File: src/rtl/mips_pkg.sv
// ============================================================================
//  Module      : mips_pkg
//  Description : Shared MIPS instruction field positions, opcode constants
//                and fetch state encoding.
//  Revision    : 1.0 - initial release
// ============================================================================
`default_nettype none

package mips_pkg;

    localparam int OPC_MSB  = 31;
    localparam int OPC_LSB  = 26;
    localparam int RS_MSB   = 25;
    localparam int RS_LSB   = 21;
    localparam int RT_MSB   = 20;
    localparam int RT_LSB   = 16;
    localparam int RD_MSB   = 15;
    localparam int RD_LSB   = 11;
    localparam int SH_MSB   = 10;
    localparam int SH_LSB   = 6;
    localparam int FUNC_MSB = 5;
    localparam int FUNC_LSB = 0;
    localparam int IMM_MSB  = 15;
    localparam int IMM_LSB  = 0;

    localparam logic [5:0]  OPC_RTYPE        = 6'h00;
    localparam logic [5:0]  FUNC_SYSCALL     = 6'h0C;
    localparam logic [31:0] DEFAULT_RESET_PC = 32'h0040_0000;

    typedef enum logic [1:0] {
        ST_START = 2'd0,
        ST_FETCH = 2'd1,
        ST_ISSUE = 2'd2,
        ST_HALT  = 2'd3
    } fetch_state_t;

    function automatic logic is_syscall(input logic [5:0] opcode, input logic [5:0] func);
        return (opcode == OPC_RTYPE) && (func == FUNC_SYSCALL);
    endfunction

endpackage

`default_nettype wire

File: src/rtl/instruction_fetch_if.sv
// ============================================================================
//  Module      : instruction_fetch_if
//  Description : Instruction-memory read port plus datapath-side decoded
//                instruction bundle of the fetch unit.
//  Revision    : 1.0 - initial release
// ============================================================================
`default_nettype none

interface instruction_fetch_if #(
    parameter int ADDR_W = 32
);
    logic              imem_req;
    logic [ADDR_W-1:0] imem_addr;
    logic              imem_ack;
    logic [31:0]       imem_rdata;
    logic              stall;
    logic              redirect_valid;
    logic [ADDR_W-1:0] redirect_pc;
    logic              inst_valid;
    logic [5:0]        opcode;
    logic [4:0]        rs_num;
    logic [4:0]        rt_num;
    logic [4:0]        rd_num;
    logic [4:0]        sh_mount;
    logic [5:0]        func;
    logic [15:0]       imm;
    logic [ADDR_W-1:0] pc_value;
    logic              halted;

    modport master (
        output imem_req, imem_addr, inst_valid, opcode, rs_num, rt_num, rd_num,
               sh_mount, func, imm, pc_value, halted,
        input  imem_ack, imem_rdata, stall, redirect_valid, redirect_pc
    );

    modport slave (
        input  imem_req, imem_addr, inst_valid, opcode, rs_num, rt_num, rd_num,
               sh_mount, func, imm, pc_value, halted,
        output imem_ack, imem_rdata, stall, redirect_valid, redirect_pc
    );

endinterface

`default_nettype wire

File: src/rtl/instr_splitter.sv
// ============================================================================
//  Module      : instr_splitter
//  Description : Combinational split of a 32-bit MIPS word into its fields.
//  Revision    : 1.0 - initial release
// ============================================================================
`default_nettype none

module instr_splitter
    import mips_pkg::*;
(
    input  wire logic [31:0] i_inst,
    output logic      [5:0]  o_opcode,
    output logic      [4:0]  o_rs,
    output logic      [4:0]  o_rt,
    output logic      [4:0]  o_rd,
    output logic      [4:0]  o_sh,
    output logic      [5:0]  o_func,
    output logic      [15:0] o_imm
);

    assign o_opcode = i_inst[OPC_MSB:OPC_LSB];
    assign o_rs     = i_inst[RS_MSB:RS_LSB];
    assign o_rt     = i_inst[RT_MSB:RT_LSB];
    assign o_rd     = i_inst[RD_MSB:RD_LSB];
    assign o_sh     = i_inst[SH_MSB:SH_LSB];
    assign o_func   = i_inst[FUNC_MSB:FUNC_LSB];
    assign o_imm    = i_inst[IMM_MSB:IMM_LSB];

endmodule

`default_nettype wire

File: src/rtl/instruction_fetch.sv
// ============================================================================
//  Module      : instruction_fetch
//  Description : MIPS fetch front end: reads imem, holds the split word for the
//                datapath, follows redirects and stops after a syscall.
//  Revision    : 1.0 - initial release
// ============================================================================
`default_nettype none

module instruction_fetch
    import mips_pkg::*;
#(
    parameter int                ADDR_W   = 32,
    parameter logic [ADDR_W-1:0] RESET_PC = ADDR_W'(DEFAULT_RESET_PC)
) (
    input  wire logic           clk,
    input  wire logic           rst,
    instruction_fetch_if.master bus
);

    localparam logic [ADDR_W-1:0] c_pc_step    = ADDR_W'(4);
    localparam logic [ADDR_W-1:0] c_align_mask = ~ADDR_W'(3);

    fetch_state_t      r_state, w_state_next;
    logic [ADDR_W-1:0] r_fetch_pc, w_fetch_pc_next;
    logic [ADDR_W-1:0] r_pc_value, w_pc_value_next;
    logic [31:0]       r_inst, w_inst_next;
    logic              r_req, w_req_next;
    logic              r_valid, w_valid_next;
    logic              r_halted, w_halted_next;

    logic [5:0]        w_opcode, w_func;
    logic [4:0]        w_rs, w_rt, w_rd, w_sh;
    logic [15:0]       w_imm;

    instr_splitter u_splitter (
        .i_inst   (r_inst),
        .o_opcode (w_opcode),
        .o_rs     (w_rs),
        .o_rt     (w_rt),
        .o_rd     (w_rd),
        .o_sh     (w_sh),
        .o_func   (w_func),
        .o_imm    (w_imm)
    );

    always_ff @(posedge clk or posedge rst) begin
        if (rst) begin
            r_state    <= ST_START;
            r_fetch_pc <= RESET_PC;
            r_pc_value <= '0;
            r_inst     <= '0;
            r_req      <= 1'b0;
            r_valid    <= 1'b0;
            r_halted   <= 1'b0;
        end else begin
            r_state    <= w_state_next;
            r_fetch_pc <= w_fetch_pc_next;
            r_pc_value <= w_pc_value_next;
            r_inst     <= w_inst_next;
            r_req      <= w_req_next;
            r_valid    <= w_valid_next;
            r_halted   <= w_halted_next;
        end
    end

    always_comb begin
        w_state_next    = r_state;
        w_fetch_pc_next = r_fetch_pc;
        w_pc_value_next = r_pc_value;
        w_inst_next     = r_inst;
        w_req_next      = r_req;
        w_valid_next    = r_valid;
        w_halted_next   = r_halted;
        case (r_state)
            ST_START: begin
                w_state_next = ST_FETCH;
                w_req_next   = 1'b1;
            end
            ST_FETCH: begin
                if (bus.imem_ack) begin
                    w_inst_next     = bus.imem_rdata;
                    w_pc_value_next = r_fetch_pc;
                    w_req_next      = 1'b0;
                    w_valid_next    = 1'b1;
                    w_state_next    = ST_ISSUE;
                end
            end
            ST_ISSUE: begin
                if (!bus.stall) begin
                    w_valid_next = 1'b0;
                    // A consumed syscall ends fetching; any redirect on that edge is dropped
                    if (is_syscall(w_opcode, w_func)) begin
                        w_halted_next = 1'b1;
                        w_state_next  = ST_HALT;
                    end else begin
                        w_fetch_pc_next = bus.redirect_valid ? (bus.redirect_pc & c_align_mask)
                                                             : (r_fetch_pc + c_pc_step);
                        w_req_next      = 1'b1;
                        w_state_next    = ST_FETCH;
                    end
                end
            end
            ST_HALT: begin
                w_state_next = ST_HALT;
            end
            default: begin
                w_state_next = ST_START;
            end
        endcase
    end

    assign bus.imem_req   = r_req;
    assign bus.imem_addr  = r_fetch_pc;
    assign bus.inst_valid = r_valid;
    assign bus.opcode     = w_opcode;
    assign bus.rs_num     = w_rs;
    assign bus.rt_num     = w_rt;
    assign bus.rd_num     = w_rd;
    assign bus.sh_mount   = w_sh;
    assign bus.func       = w_func;
    assign bus.imm        = w_imm;
    assign bus.pc_value   = r_pc_value;
    assign bus.halted     = r_halted;

endmodule

`default_nettype wire

File: src/flat_wrapper.sv
// flat-port wrapper written by rule: the top's interface ports become plain ports
module instruction_fetch_flat import mips_pkg::*;
#(
    parameter int                ADDR_W   = 32,
    parameter logic [ADDR_W-1:0] RESET_PC = ADDR_W'(DEFAULT_RESET_PC)
)
  (clk, rst, bus_imem_req, bus_imem_addr, bus_inst_valid, bus_opcode, bus_rs_num, bus_rt_num, bus_rd_num, bus_sh_mount, bus_func, bus_imm, bus_pc_value, bus_halted, bus_imem_ack, bus_imem_rdata, bus_stall, bus_redirect_valid, bus_redirect_pc);
  instruction_fetch_if #(.ADDR_W(ADDR_W)) bus_i ();
  input  wire logic clk;
  input  wire logic rst;
  output wire logic [$bits(bus_i.imem_req)-1:0] bus_imem_req;
  output wire logic [$bits(bus_i.imem_addr)-1:0] bus_imem_addr;
  output wire logic [$bits(bus_i.inst_valid)-1:0] bus_inst_valid;
  output wire logic [$bits(bus_i.opcode)-1:0] bus_opcode;
  output wire logic [$bits(bus_i.rs_num)-1:0] bus_rs_num;
  output wire logic [$bits(bus_i.rt_num)-1:0] bus_rt_num;
  output wire logic [$bits(bus_i.rd_num)-1:0] bus_rd_num;
  output wire logic [$bits(bus_i.sh_mount)-1:0] bus_sh_mount;
  output wire logic [$bits(bus_i.func)-1:0] bus_func;
  output wire logic [$bits(bus_i.imm)-1:0] bus_imm;
  output wire logic [$bits(bus_i.pc_value)-1:0] bus_pc_value;
  output wire logic [$bits(bus_i.halted)-1:0] bus_halted;
  input wire logic [$bits(bus_i.imem_ack)-1:0] bus_imem_ack;
  input wire logic [$bits(bus_i.imem_rdata)-1:0] bus_imem_rdata;
  input wire logic [$bits(bus_i.stall)-1:0] bus_stall;
  input wire logic [$bits(bus_i.redirect_valid)-1:0] bus_redirect_valid;
  input wire logic [$bits(bus_i.redirect_pc)-1:0] bus_redirect_pc;
  assign bus_imem_req = bus_i.imem_req;
  assign bus_imem_addr = bus_i.imem_addr;
  assign bus_inst_valid = bus_i.inst_valid;
  assign bus_opcode = bus_i.opcode;
  assign bus_rs_num = bus_i.rs_num;
  assign bus_rt_num = bus_i.rt_num;
  assign bus_rd_num = bus_i.rd_num;
  assign bus_sh_mount = bus_i.sh_mount;
  assign bus_func = bus_i.func;
  assign bus_imm = bus_i.imm;
  assign bus_pc_value = bus_i.pc_value;
  assign bus_halted = bus_i.halted;
  assign bus_i.imem_ack = bus_imem_ack;
  assign bus_i.imem_rdata = bus_imem_rdata;
  assign bus_i.stall = bus_stall;
  assign bus_i.redirect_valid = bus_redirect_valid;
  assign bus_i.redirect_pc = bus_redirect_pc;
  instruction_fetch #(.ADDR_W(ADDR_W), .RESET_PC(RESET_PC)) u_core (.clk(clk), .rst(rst), .bus(bus_i));
endmodule
File: config.mk
export PLATFORM = sky130hd
export DESIGN_NAME = instruction_fetch_flat
export DESIGN_NICKNAME = d
export VERILOG_FILES = /design/src/rtl/mips_pkg.sv /design/src/rtl/instruction_fetch_if.sv /design/src/rtl/instr_splitter.sv /design/src/rtl/instruction_fetch.sv /design/src/flat_wrapper.sv
export SDC_FILE = /design/constraint.sdc
export NUM_CORES = 1
export LEC_CHECK = 0
export CAP_MARGIN = 0
export CORE_MARGIN = 10
export CORE_UTILIZATION = 40
export DETAILED_ROUTE_END_ITERATION = 7
export PLACE_DENSITY_LB_ADDON = 0.3
export SYNTH_ARGS = -nofsm -noshare
export SYNTH_HDL_FRONTEND = slang
export SYNTH_SLANG_ARGS = --single-unit
File: constraint.sdc
create_clock -name clk -period 4.2 [get_ports clk]
set_input_delay 0.42 -clock clk [delete_from_list [all_inputs] [get_ports clk]]
set_output_delay 0.42 -clock clk [all_outputs]
set_load 0.01 [all_outputs]
==> metrics.csv <==
metric;value;unit
tightest_slew;971.1;ps
layout-drive-gt1-share;17.51;%
timing.final.ws_setup;1453;ps
ir_drop;0.3817;mV
core;0.01142;mm²
slowest_delay;890;ps
port-buffer-count;177;
critPathTopFamily;buffers and inverters;
wl_per_cell;19.01;µm
first_global_vias;3951;
grt_util_all_layers;16.24;%
synthXorXnorAreaFrac;0;%
io_pins;184;
cpMaxStageDelayCell;clkinv_1;
p_per_area;627.4;mW/mm²
worst-path-buf-inv;3;
multiInputGateArea;0.001933;mm²
place_congestion;0.8055;
cts_root_buf;clkbuf_16;
hp-class;flop to flop;
drv_slew;0;
avgSynthCellArea;11.12;µm²
syn_area;0.004661;mm²
grt_pass1_wl;21.53;mm
power;0.004193;W
crit_path_end_kind;flop;
place_hpwl;10.06;mm
hold_depth;1;
worstPathRequired;4390;ps
yosys.area_share.simple;11.44;%
yosysSeqAreaShare;52.11;%
dr_total_vias;3788;
dieArea;0.01637;mm²
viasPerCell;5.305;
clock.fmax;364.0;MHz
crit_chain;clkdlybuf4s50_1 -> buf_4 -> clkinv_1 -> or3_1 -> o21ai_0 -> a21oi_1;
arrival;2930;ps
critPathLaunchType;primary input;
r2r_cells;6;
area.sequential;0.002429;mm²
clk_path_buf_depth;2;
grt-ovfl-total;0;
synth-compound-area-share;14.26;%
ant_nets;0;
clk_latency;340;ps
drc;0;
ctsHoldBuffers;0;
row_count;39;
setup_violations;0;
drt-pass1-iter-count;5;
synth_top_family_by_area;multiplexers;
layout.nets;636;
die_h;127.9;µm
pre_cts_slack;1083;ps
max-cap-violations;0;
wirelength;13.57;mm
start_util;40.82;%
status;finished clean;
path_depth;6;
period_needed;2747;ps
synth.distinct_cells;50;
antenna_found_initial;0;
fin_setup_tns;0;ps
cts_resized;0;
fin_crit_sh;65.42;%
synth_edf_count;0;
antenna_cells;0;
yosysWarnings;0;
fp.dieW;127.9;µm
crit_fanout;47;
cts_inserted_buffers;9;
clock_sinks;97;
path_class;primary input to flop;
postCtsSetupRepairBufs;0;
leakage;2.829;nW
cts_tree;built;
rsz0062_at_grt;false;
grt_max_degree;72;
synth_adder_area_share;0.2685;%
skew;7.833;ps
synth_mux_area_share;15.14;%
synth_flop_cell;dfrtp_1;
synthArstFlopShare;100.0;%
layout.cells.non_filler;714;
fillers;967;
dpl.cell_count;698;
htree_levels;3;
syn_to_final_growth;43.41;%
path_clk_slew;70;ps
syn_inst;419;
drt_iter0_drc;411;
synth_seq_cells;97;
slew_headroom;35.03;%
hold_viol_final;0;
## sequential cells by signal, indices dropped and copies added, names as in the netlist
| name | cells |
|---|---|
| u_core.bus.halted | 1 |
| u_core.bus.imem_addr | 30 |
| u_core.bus.imem_req | 1 |
| u_core.bus.inst_valid | 1 |
| u_core.bus.pc_value | 30 |
| u_core.r_inst | 32 |
| u_core.r_state | 2 |
## kinds of logic (layout without fill, tap and decap cells)
group | Yosys count | in the layout
buffers and inverters | 55 | 204
multiplexers | 63 | 63
other | 1 | 4
AND/OR/NAND/NOR | 94 | 94
AO/OA/AOI/OAI | 108 | 108
flip-flops | 97 | 97
adder cells (fa/ha/maj) | 1 | 1
## per-layer routing
metal,GRT usage [%],wire length (µm),vias up
li1,-,-,1800
met1,18.78,5257,1849
met2,28.02,7041,122
met3,5.045,1048,17
met4,5.099,226,0
met5,0,0,-
## power breakdown
group | switching [W] | total, W | internal, W
clock | 0.000354 | 0.000834 | 0.000480
sequential | 0.000380 | 0.00168 | 0.00130
combinational | 0.000641 | 0.00168 | 0.00104
## worst paths after layout
path	start	endpoint	slack, ps
setup / recovery	bus_redirect_valid	u_core.bus.imem_addr[31]$_DFFE_PP0P_	1450
hold / removal	u_core.bus.halted$_DFFE_PP0P_	u_core.bus.halted$_DFFE_PP0P_	480
setup reg to reg	u_core.bus.imem_addr[3]$_DFFE_PP0P_	u_core.bus.imem_addr[24]$_DFFE_PP0P_	1640
hold reg to reg	u_core.bus.halted$_DFFE_PP0P_	u_core.bus.halted$_DFFE_PP0P_	480
max in group asynchronous	rst	u_core.bus.imem_addr[22]$_DFFE_PP1P_	2610
min in group asynchronous	rst	u_core.r_inst[22]$_DFFE_PP0P_	630
## through the flow
| step | hold slack [ps] | area [µm²] | util (%) |
|---|---|---|---|
| final | 481.6 | 6684 | 58.54 |
| after floorplan | 489.8 | 4672 | - |
| after global placement | 443.5 | 6379 | 55.86 |
| after global routing | 506.0 | 6684 | 58.54 |
| after detailed placement | 467.9 | 6379 | 55.86 |
| after CTS | 483.4 | 6684 | 58.54 |
## cell type report
type                    instances  area share [%]
repair buffers                183           27.18
well taps                     143           2.677
clock buffers                  10           3.575
inverters                       5          0.3182
flip-flops and latches         97           36.33
clock inverters                 6          0.9921
multi-input cells             270           28.92
## layout by cell type (no fill, tap or decap), types with 2 or more instances in the layout
master and count:
nor4_1 2, o21ai_0 32, nand4_2 2, clkbuf_16 9
or4_1 2, mux2i_1 3, a21o_1 3, nor2b_1 2
dfrtp_1 96, a22oi_1 4, nor2_1 13, a41o_1 4
a21oi_1 36, clkinv_2 2, inv_1 3, a2bb2oi_1 5
a31oi_1 2, clkinv_4 2, nand4_1 9, mux2_2 60
buf_4 6, and2_1 2, conb_1 4, nand3_1 14
clkdlybuf4s50_1 177, o22ai_1 8, nand2_1 27, nor4_4 2
nor3_1 5, and3_1 4, a31o_2 7
## cells in the mapped netlist, types with 2 or more instances
| master | instances | area [µm²] |
|---|---|---|
| nand4_1 | 9 | 56.30 |
| mux2_2 | 60 | 675.7 |
| buf_2 | 9 | 45.04 |
| o21ai_0 | 32 | 160.2 |
| a21oi_1 | 36 | 180.2 |
| nor2b_1 | 2 | 12.51 |
| nor3_1 | 5 | 25.02 |
| or4_1 | 2 | 15.01 |
| inv_1 | 4 | 15.01 |
| and2_1 | 2 | 12.51 |
| a41o_1 | 4 | 40.04 |
| nand3_1 | 14 | 70.07 |
| nor4_4 | 2 | 42.54 |
| nor2_1 | 13 | 48.80 |
| nand4_2 | 2 | 25.02 |
| o22ai_1 | 8 | 50.05 |
| a22oi_1 | 4 | 30.03 |
| nor4_1 | 2 | 12.51 |
| buf_4 | 23 | 172.7 |
| dfrtp_1 | 96 | 2402 |
| and3_1 | 4 | 25.02 |
| a2bb2oi_1 | 5 | 43.79 |
| a31oi_1 | 2 | 12.51 |
| nand2_1 | 28 | 105.1 |
| a31o_2 | 7 | 61.31 |
| a21o_1 | 3 | 22.52 |
| mux2i_1 | 3 | 30.03 |
| clkbuf_1 | 16 | 60.06 |
Note: power is estimated with default switching activity, not from simulation.
